--- src/rtl/image_scan_ctrl.sv ---
// Raster scan controller: walks a COLS x ROWS frame, accepting one pixel per
// handshake and re-emitting it with its coordinates from a registered output stage.
module image_scan_ctrl #(
  parameter int DATA_W = 16,
  parameter int COLS   = 16,
  parameter int ROWS   = 16,
  parameter int COL_W  = $clog2(COLS),
  parameter int ROW_W  = $clog2(ROWS)
) (
  input  logic              clk,
  input  logic              reset,
  input  logic              enable,
  input  logic              clear,
  input  logic              mode_cont,
  input  logic              dir_rev,
  input  logic              in_valid,
  output logic              in_ready,
  input  logic [DATA_W-1:0] data_in,
  output logic              out_valid,
  input  logic              out_ready,
  output logic [DATA_W-1:0] data_out,
  output logic [COL_W-1:0]  out_col,
  output logic [ROW_W-1:0]  out_row,
  output logic              at_end,
  output logic              frame_done,
  output logic              busy
);

  typedef enum logic [1:0] {S_IDLE, S_SCAN, S_DONE} state_t;

  localparam logic [COL_W-1:0] COL_LAST = COL_W'(COLS - 1);
  localparam logic [ROW_W-1:0] ROW_LAST = ROW_W'(ROWS - 1);

  state_t              state_q, state_d;
  logic [COL_W-1:0]    col_q, col_d;
  logic [ROW_W-1:0]    row_q, row_d;
  logic                dir_q, dir_d;
  logic                out_valid_q, out_valid_d;
  logic [DATA_W-1:0]   data_out_q, data_out_d;
  logic [COL_W-1:0]    out_col_q, out_col_d;
  logic [ROW_W-1:0]    out_row_q, out_row_d;
  logic                at_end_q, at_end_d;
  logic                frame_done_q, frame_done_d;
  logic                busy_q, busy_d;

  logic                accept;
  logic                is_last;
  logic [COL_W-1:0]    col_nxt;
  logic [ROW_W-1:0]    row_nxt;

  // The output register may refill in the same cycle it drains.
  assign in_ready = (state_q == S_SCAN) & enable & (~out_valid_q | out_ready);
  assign accept   = in_valid & in_ready;

  always_comb begin
    is_last = dir_q ? ((col_q == '0) && (row_q == '0))
                    : ((col_q == COL_LAST) && (row_q == ROW_LAST));
    col_nxt = col_q;
    row_nxt = row_q;
    // Explicit end-of-row compares so non-power-of-2 geometry wraps correctly.
    if (dir_q) begin
      if (col_q == '0) begin
        col_nxt = COL_LAST;
        row_nxt = row_q - ROW_W'(1);
      end else begin
        col_nxt = col_q - COL_W'(1);
      end
    end else begin
      if (col_q == COL_LAST) begin
        col_nxt = '0;
        row_nxt = row_q + ROW_W'(1);
      end else begin
        col_nxt = col_q + COL_W'(1);
      end
    end
  end

  always_comb begin
    state_d      = state_q;
    col_d        = col_q;
    row_d        = row_q;
    dir_d        = dir_q;
    out_valid_d  = out_valid_q;
    data_out_d   = data_out_q;
    out_col_d    = out_col_q;
    out_row_d    = out_row_q;
    frame_done_d = 1'b0;

    if (out_ready) out_valid_d = 1'b0;

    case (state_q)
      S_IDLE: begin
        if (enable) begin
          dir_d   = dir_rev;
          col_d   = dir_rev ? COL_LAST : '0;
          row_d   = dir_rev ? ROW_LAST : '0;
          state_d = S_SCAN;
        end
      end
      S_SCAN: begin
        if (accept) begin
          data_out_d  = data_in;
          out_col_d   = col_q;
          out_row_d   = row_q;
          out_valid_d = 1'b1;
          if (is_last) begin
            frame_done_d = 1'b1;
            if (mode_cont) begin
              col_d = dir_q ? COL_LAST : '0;
              row_d = dir_q ? ROW_LAST : '0;
            end else begin
              state_d = S_DONE;
            end
          end else begin
            col_d = col_nxt;
            row_d = row_nxt;
          end
        end
      end
      S_DONE: ;
      default: state_d = S_IDLE;
    endcase

    if (clear) begin
      state_d      = S_IDLE;
      col_d        = '0;
      row_d        = '0;
      dir_d        = 1'b0;
      out_valid_d  = 1'b0;
      data_out_d   = '0;
      out_col_d    = '0;
      out_row_d    = '0;
      frame_done_d = 1'b0;
    end

    at_end_d = (state_d == S_DONE);
    busy_d   = (state_d == S_SCAN);
  end

  always_ff @(posedge clk) begin
    if (reset) begin
      state_q      <= S_IDLE;
      col_q        <= '0;
      row_q        <= '0;
      dir_q        <= 1'b0;
      out_valid_q  <= 1'b0;
      data_out_q   <= '0;
      out_col_q    <= '0;
      out_row_q    <= '0;
      at_end_q     <= 1'b0;
      frame_done_q <= 1'b0;
      busy_q       <= 1'b0;
    end else begin
      state_q      <= state_d;
      col_q        <= col_d;
      row_q        <= row_d;
      dir_q        <= dir_d;
      out_valid_q  <= out_valid_d;
      data_out_q   <= data_out_d;
      out_col_q    <= out_col_d;
      out_row_q    <= out_row_d;
      at_end_q     <= at_end_d;
      frame_done_q <= frame_done_d;
      busy_q       <= busy_d;
    end
  end

  assign out_valid  = out_valid_q;
  assign data_out   = data_out_q;
  assign out_col    = out_col_q;
  assign out_row    = out_row_q;
  assign at_end     = at_end_q;
  assign frame_done = frame_done_q;
  assign busy       = busy_q;

endmodule

--- config.mk ---
export PLATFORM = sky130hd
export DESIGN_NAME = image_scan_ctrl
export DESIGN_NICKNAME = d
export VERILOG_FILES = /design/src/rtl/image_scan_ctrl.sv
export SDC_FILE = /design/constraint.sdc
export NUM_CORES = 1
export LEC_CHECK = 0
export ABC_AREA = 1
export CORE_MARGIN = 3
export CORE_UTILIZATION = 47
export DETAILED_ROUTE_END_ITERATION = 8
export GPL_TIMING_DRIVEN = 0
export HOLD_SLACK_MARGIN = 0.05
export PLACE_DENSITY = 0.76
export SYNTH_ARGS = -nofsm -noshare
export SYNTH_HDL_FRONTEND = slang
export SYNTH_SLANG_ARGS = --single-unit
--- constraint.sdc ---
create_clock -name clk -period 1.8 [get_ports clk]
set_input_delay 0.45 -clock clk [delete_from_list [all_inputs] [get_ports clk]]
set_output_delay 0.45 -clock clk [all_outputs]
set_load 0.03 [all_outputs]
# Word level (Yosys, flattened, before mapping)
# Cells that the tools add are included.
# W data, S select, Z words.
# word_totals
ff_bits,39
inputBits,24
output_inout_bits,29
word_cells,72
# classes
add_sub_neg,4
eq_ne,11
n_mux,27
bitwise,7
n_reduce_logical,12
# ops
cell,n
$mux W4,14
$pmux W4 S2,2
$mux W2,5
$add A4 B1 Y4 const B,2
$eq A4 B4 Y1 const B,2
$logic_not A4 Y1,2
$ne A4 B3 Y1 const B,2
$sub A4 B1 Y4 const B,2
$pmux W2 S3,1
$reduce_and A6 Y1,1
$mux W1,5
$eq A2 B1 Y1 const B,2
$eq A2 B2 Y1 const B,2
$ne A2 B2 Y1 const B,2
$reduce_and A2 Y1,2
$reduce_and A4 Y1,1
$reduce_or A4 Y1,1
$and A1 B1 Y1,3
$ne A3 B3 Y1 const B,1
$not A1 Y1,3
$logic_and A1 B1 Y1,2
$logic_not A2 Y1,1
$reduce_bool A2 Y1,1
$reduce_or A2 Y1,1
$or A1 B1 Y1,1

# Logic depth before layout (Yosys ltp)
# depth
depth_word,8
ltp_mapped,12
depth_no_buf,12

# Least setup slack after synthesis
# No wires, ideal clock.
# synth_timing
path_kind,in2reg
from,in enable
to,"reg busy_q, in the netlist busy"
setup_time_ns,0.121
t_arrival_ns,1.426
t_required_ns,1.679
setup_slack_ns,0.253
path_stages,7
n_path_buf,0
path_cell_list,inv_1 > nor3_4 > nand2_4 > clkinv_2 > nand4_1 > nand2_1 > a21oi_1
# synth_between
elab_chain_len,7
word_cells_on_any_way,8
classes_between,eq/ne: 1; mux: 4; bitwise: 3
# synth_lines
item,line,source
"start, declared",12,"input logic enable,"
$and A1 B1 Y1 (2 in series),52,assign in_ready = (state_q == S_SCAN) & enable & (~out_valid_q | out_ready);
via in_ready,17,"output logic in_ready,"
$and A1 B1 Y1,53,assign accept = in_valid & in_ready;
$mux W2,101,if (accept) begin
$pmux W2 S3,91,case (state_q)
$mux W2,124,if (clear) begin
$eq A2 B1 Y1,137,busy_d = (state_d == S_SCAN);
"end signal, assigned",164,busy_q <= busy_d;
"end, declared",44,"logic busy_q, busy_d;"
# The timed path passes the listed nets, and every way through them passes these cells.
# A chain may end at the register's enable or synchronous reset.

# Worst setup path in the final report
# layout_timing
from,"reg data_out_q[9], in the netlist data_out[9]"
to,out data_out[9]
# layout_rtl
item,line,source
"start, declared",39,"logic [DATA_W-1:0] data_out_q, data_out_d;"
"start signal, assigned",159,data_out_q <= data_out_d;
"end, declared",21,"output logic [DATA_W-1:0] data_out,"
# No word-level cell between the ends.

==> summary.txt <==
Status
  – Status: completed

Timing
  – Fmax: 567 MHz
  – Max-slew violations: 0
  – Final hold vios: 0
  – Clock Skew: 8.82 ps
  – TNS Setup: 0 ps
  – Final Cycle Share: 97.9%
  – Final setup fails: 0
  – Setup WS post-layout: 37.3 ps
  – Tmin final: 1760 ps
  – Worst Tran Pin Value: 470 ps
  – Worst slew margin: 68.7%
  – WHS: 479 ps

Floorplanning
  – Die Area: 4690 sq um
  – Die extent in x: 68.5 um
  – Die Span Y: 68.5 um
  – Num ports: 53
  – Core Rows: 22
  – Initial core utilization: 49.3%
  – Core area: 3720 sq um

CTS
  – Clock net sink count: 39
  – Clock-pin slew on the worst setup and hold paths: 80 ps
  – CTS Buf Count: 5
  – H-tree Lvls: 2
  – Root Buffer Master: clkbuf_8
  – Later-pin clock latency in the skew report: 290 ps
  – CTS tree: yes
  – Bufs on Longest Clock Path: 2

Setup path
  – Buf/Inv on CP: 1
  – CP delay by family, top: buffers and inverters
  – CP max stage delay: 670 ps
  – R2R depth: 11
  – Crit path required time: 1350 ps
  – Critical path, cell by cell: clkdlybuf4s50_1
  – Worst path depth: 1
  – Kind of end point of the critical path: primary output
  – CP Launch Type: flip-flop
  – Maximum fanout along the worst path: 2
  – WS Path Type: flip-flop to primary output
  – Critical Path AT: 1310 ps
  – R2R Setup Slk: 170 ps
  – Slowest stage cell, crit path: clkdlybuf4s50_1

Final layout
  – Area of the multi-input gates: 926 sq um
  – Area Overhead vs Synth: 42.5%
  – Fillers: 316
  – Commonest non-fill, non-tap cell in the layout: nor2_1
  – # nets final: 336
  – Commonest non-fill, non-tap cells in the layout: nor2_1, dfxtp_1, nand2_1
  – Sequential cell area: 782 sq um
  – Share of layout cells above drive strength 1: 12.3%
  – Number of antenna diodes: 0

Placed design
  – Port bufs: 52
  – HPWL Detailed: 3360 um
  – Placement Setup Slack: -572 ps
  – GPL Wtd Cong: 0.921

Synthesis
  – Synth Warn #: 0
  – Post-synthesis cell type count: 29
  – Seq/Total Area, Yosys: 42.6%
  – #FFs+latches synth: 39
  – Mapped Cells: 245
  – Dominant synthesized flop cell: dfxtp_1
  – Mapped cell area: 1830 sq um
  – Syn nets: 274
  – EDFF count, synth: 0
  – Syn Area/Cell: 7.48 sq um
  – Asr flop ratio synth: 0%

Detailed routing
  – Vias per cell: 5.09
  – First drt pass iteration count: 4
  – Routed len/inst: 13.1 um
  – Drt total wl: 4650 um
  – Routed Antenna Nets: 0
  – Residual DRC: 0
  – Initial DRC Count: 96
  – Vias after detailed routing: 1812

Worst hold path
  – Hold Crit Class: flip-flop to flip-flop
  – Hold depth: 2

Power
  – VDD IR-drop max: 0.000504 V
  – Pwr dens: 729 nW/um^2
  – Leak: 1.33 nW

GRT
  – Largest net degree at the start of global routing: 13
  – GRT overflow: 0
  – Total track usage: 20.4%
  – Initial antenna violation count: 0
  – First-pass GRT wire length: 7090 um
  – Vias in the first global route: 1603

Flow run
  – Max Cap Viol: 0
## sequential cells by signal, indices dropped and copies added (netlist names)
register and count:
frame_done 1, out_valid 1, busy 1, state_q 2
out_col 4, dir_q 1, out_row 4, col_q 4
data_out 16, row_q 4, at_end 1
## routing by layer
metal | vias to the layer above | routed length (um) | global-route usage [%]
met1 | 827 | 2060 | 25.0
met2 | 69 | 2090 | 31.9
li1 | 911 | - | -
met4 | 0 | 42 | 7.20
met3 | 5 | 457 | 8.37
met5 | - | 0 | 0
## power breakdown
part | total [mW] | internal [mW] | switching, mW
logic | 0.258 | 0.115 | 0.144
registers | 0.894 | 0.880 | 0.0140
clock network | 0.753 | 0.448 | 0.305
## cell families after synthesis
kind of cell	after synthesis	share of synthesized area (%)
simple gates	116	28.9
compound gates	51	15.2
flops	39	42.6
buf+inv	30	7.51
fa+ha+maj	5	3.82
xor+xnor	4	1.91
## what timing repair did
item / CTS / global route
hold buffers: 0 / 0
resized for setup: 8 / 22
buffers inserted: 1 / 2
pin swaps: 1 / 2
endpoints found under the hold margin: 0 / 0
setup endpoints to repair: 1 / 47
## cell type report
| cell class | count | share of cell area [%] |
|---|---|---|
| multi-input cells | 176 | 35.4 |
| flip-flops and latches | 39 | 29.9 |
| repair buffers | 55 | 22.4 |
| inverters | 21 | 3.21 |
| clock buffers | 6 | 3.16 |
| well taps | 48 | 2.30 |
| plain buffers | 9 | 2.25 |
| clock inverters | 2 | 1.34 |
## synthesized netlist by cell type, drive strengths merged, types with 3 or more instances
cell	count	share of area (%)
nor3	3	1.4
nand4	4	2.2
o21ai	27	7.4
a21oi	22	7.0
nand3	14	4.5
xor2	3	1.4
nor2	53	11
ha	4	2.7
inv	20	4.1
nand2	41	9.6
dfxtp	39	43
buf	5	2.3
clkbuf	4	0.82
## tightest hold or removal path: stages, from the launching register on
cell and delay, ps:
dfxtp_1 320, nor2_1 40, nor2_1 80
## stage by stage
stage	area (sq um)	utilization [%]	instances	total power [mW]
6_report	2610	70.3	356	1.91
5_1_grt	2610	70.3	356	2.00
4_1_cts	2540	68.4	354	1.91
3_5_place_dp	2410	64.9	345	1.16
3_3_place_gp	2410	64.9	345	1.16
2_1_floorplan	1830	-	245	1.06
## final timing paths
kind,start,endpoint
worst max-delay path,data_out[9]$_SDFFE_PP0P_,data_out[9]
worst max register to register,col_q[1]$_SDFFE_PP0P_,col_q[1]$_SDFFE_PP0P_
worst min register to register,data_out[14]$_SDFFE_PP0P_,data_out[14]$_SDFFE_PP0P_
worst min-delay path,data_out[14]$_SDFFE_PP0P_,data_out[14]$_SDFFE_PP0P_
Note: power is estimated with default switching activity, not from simulation.
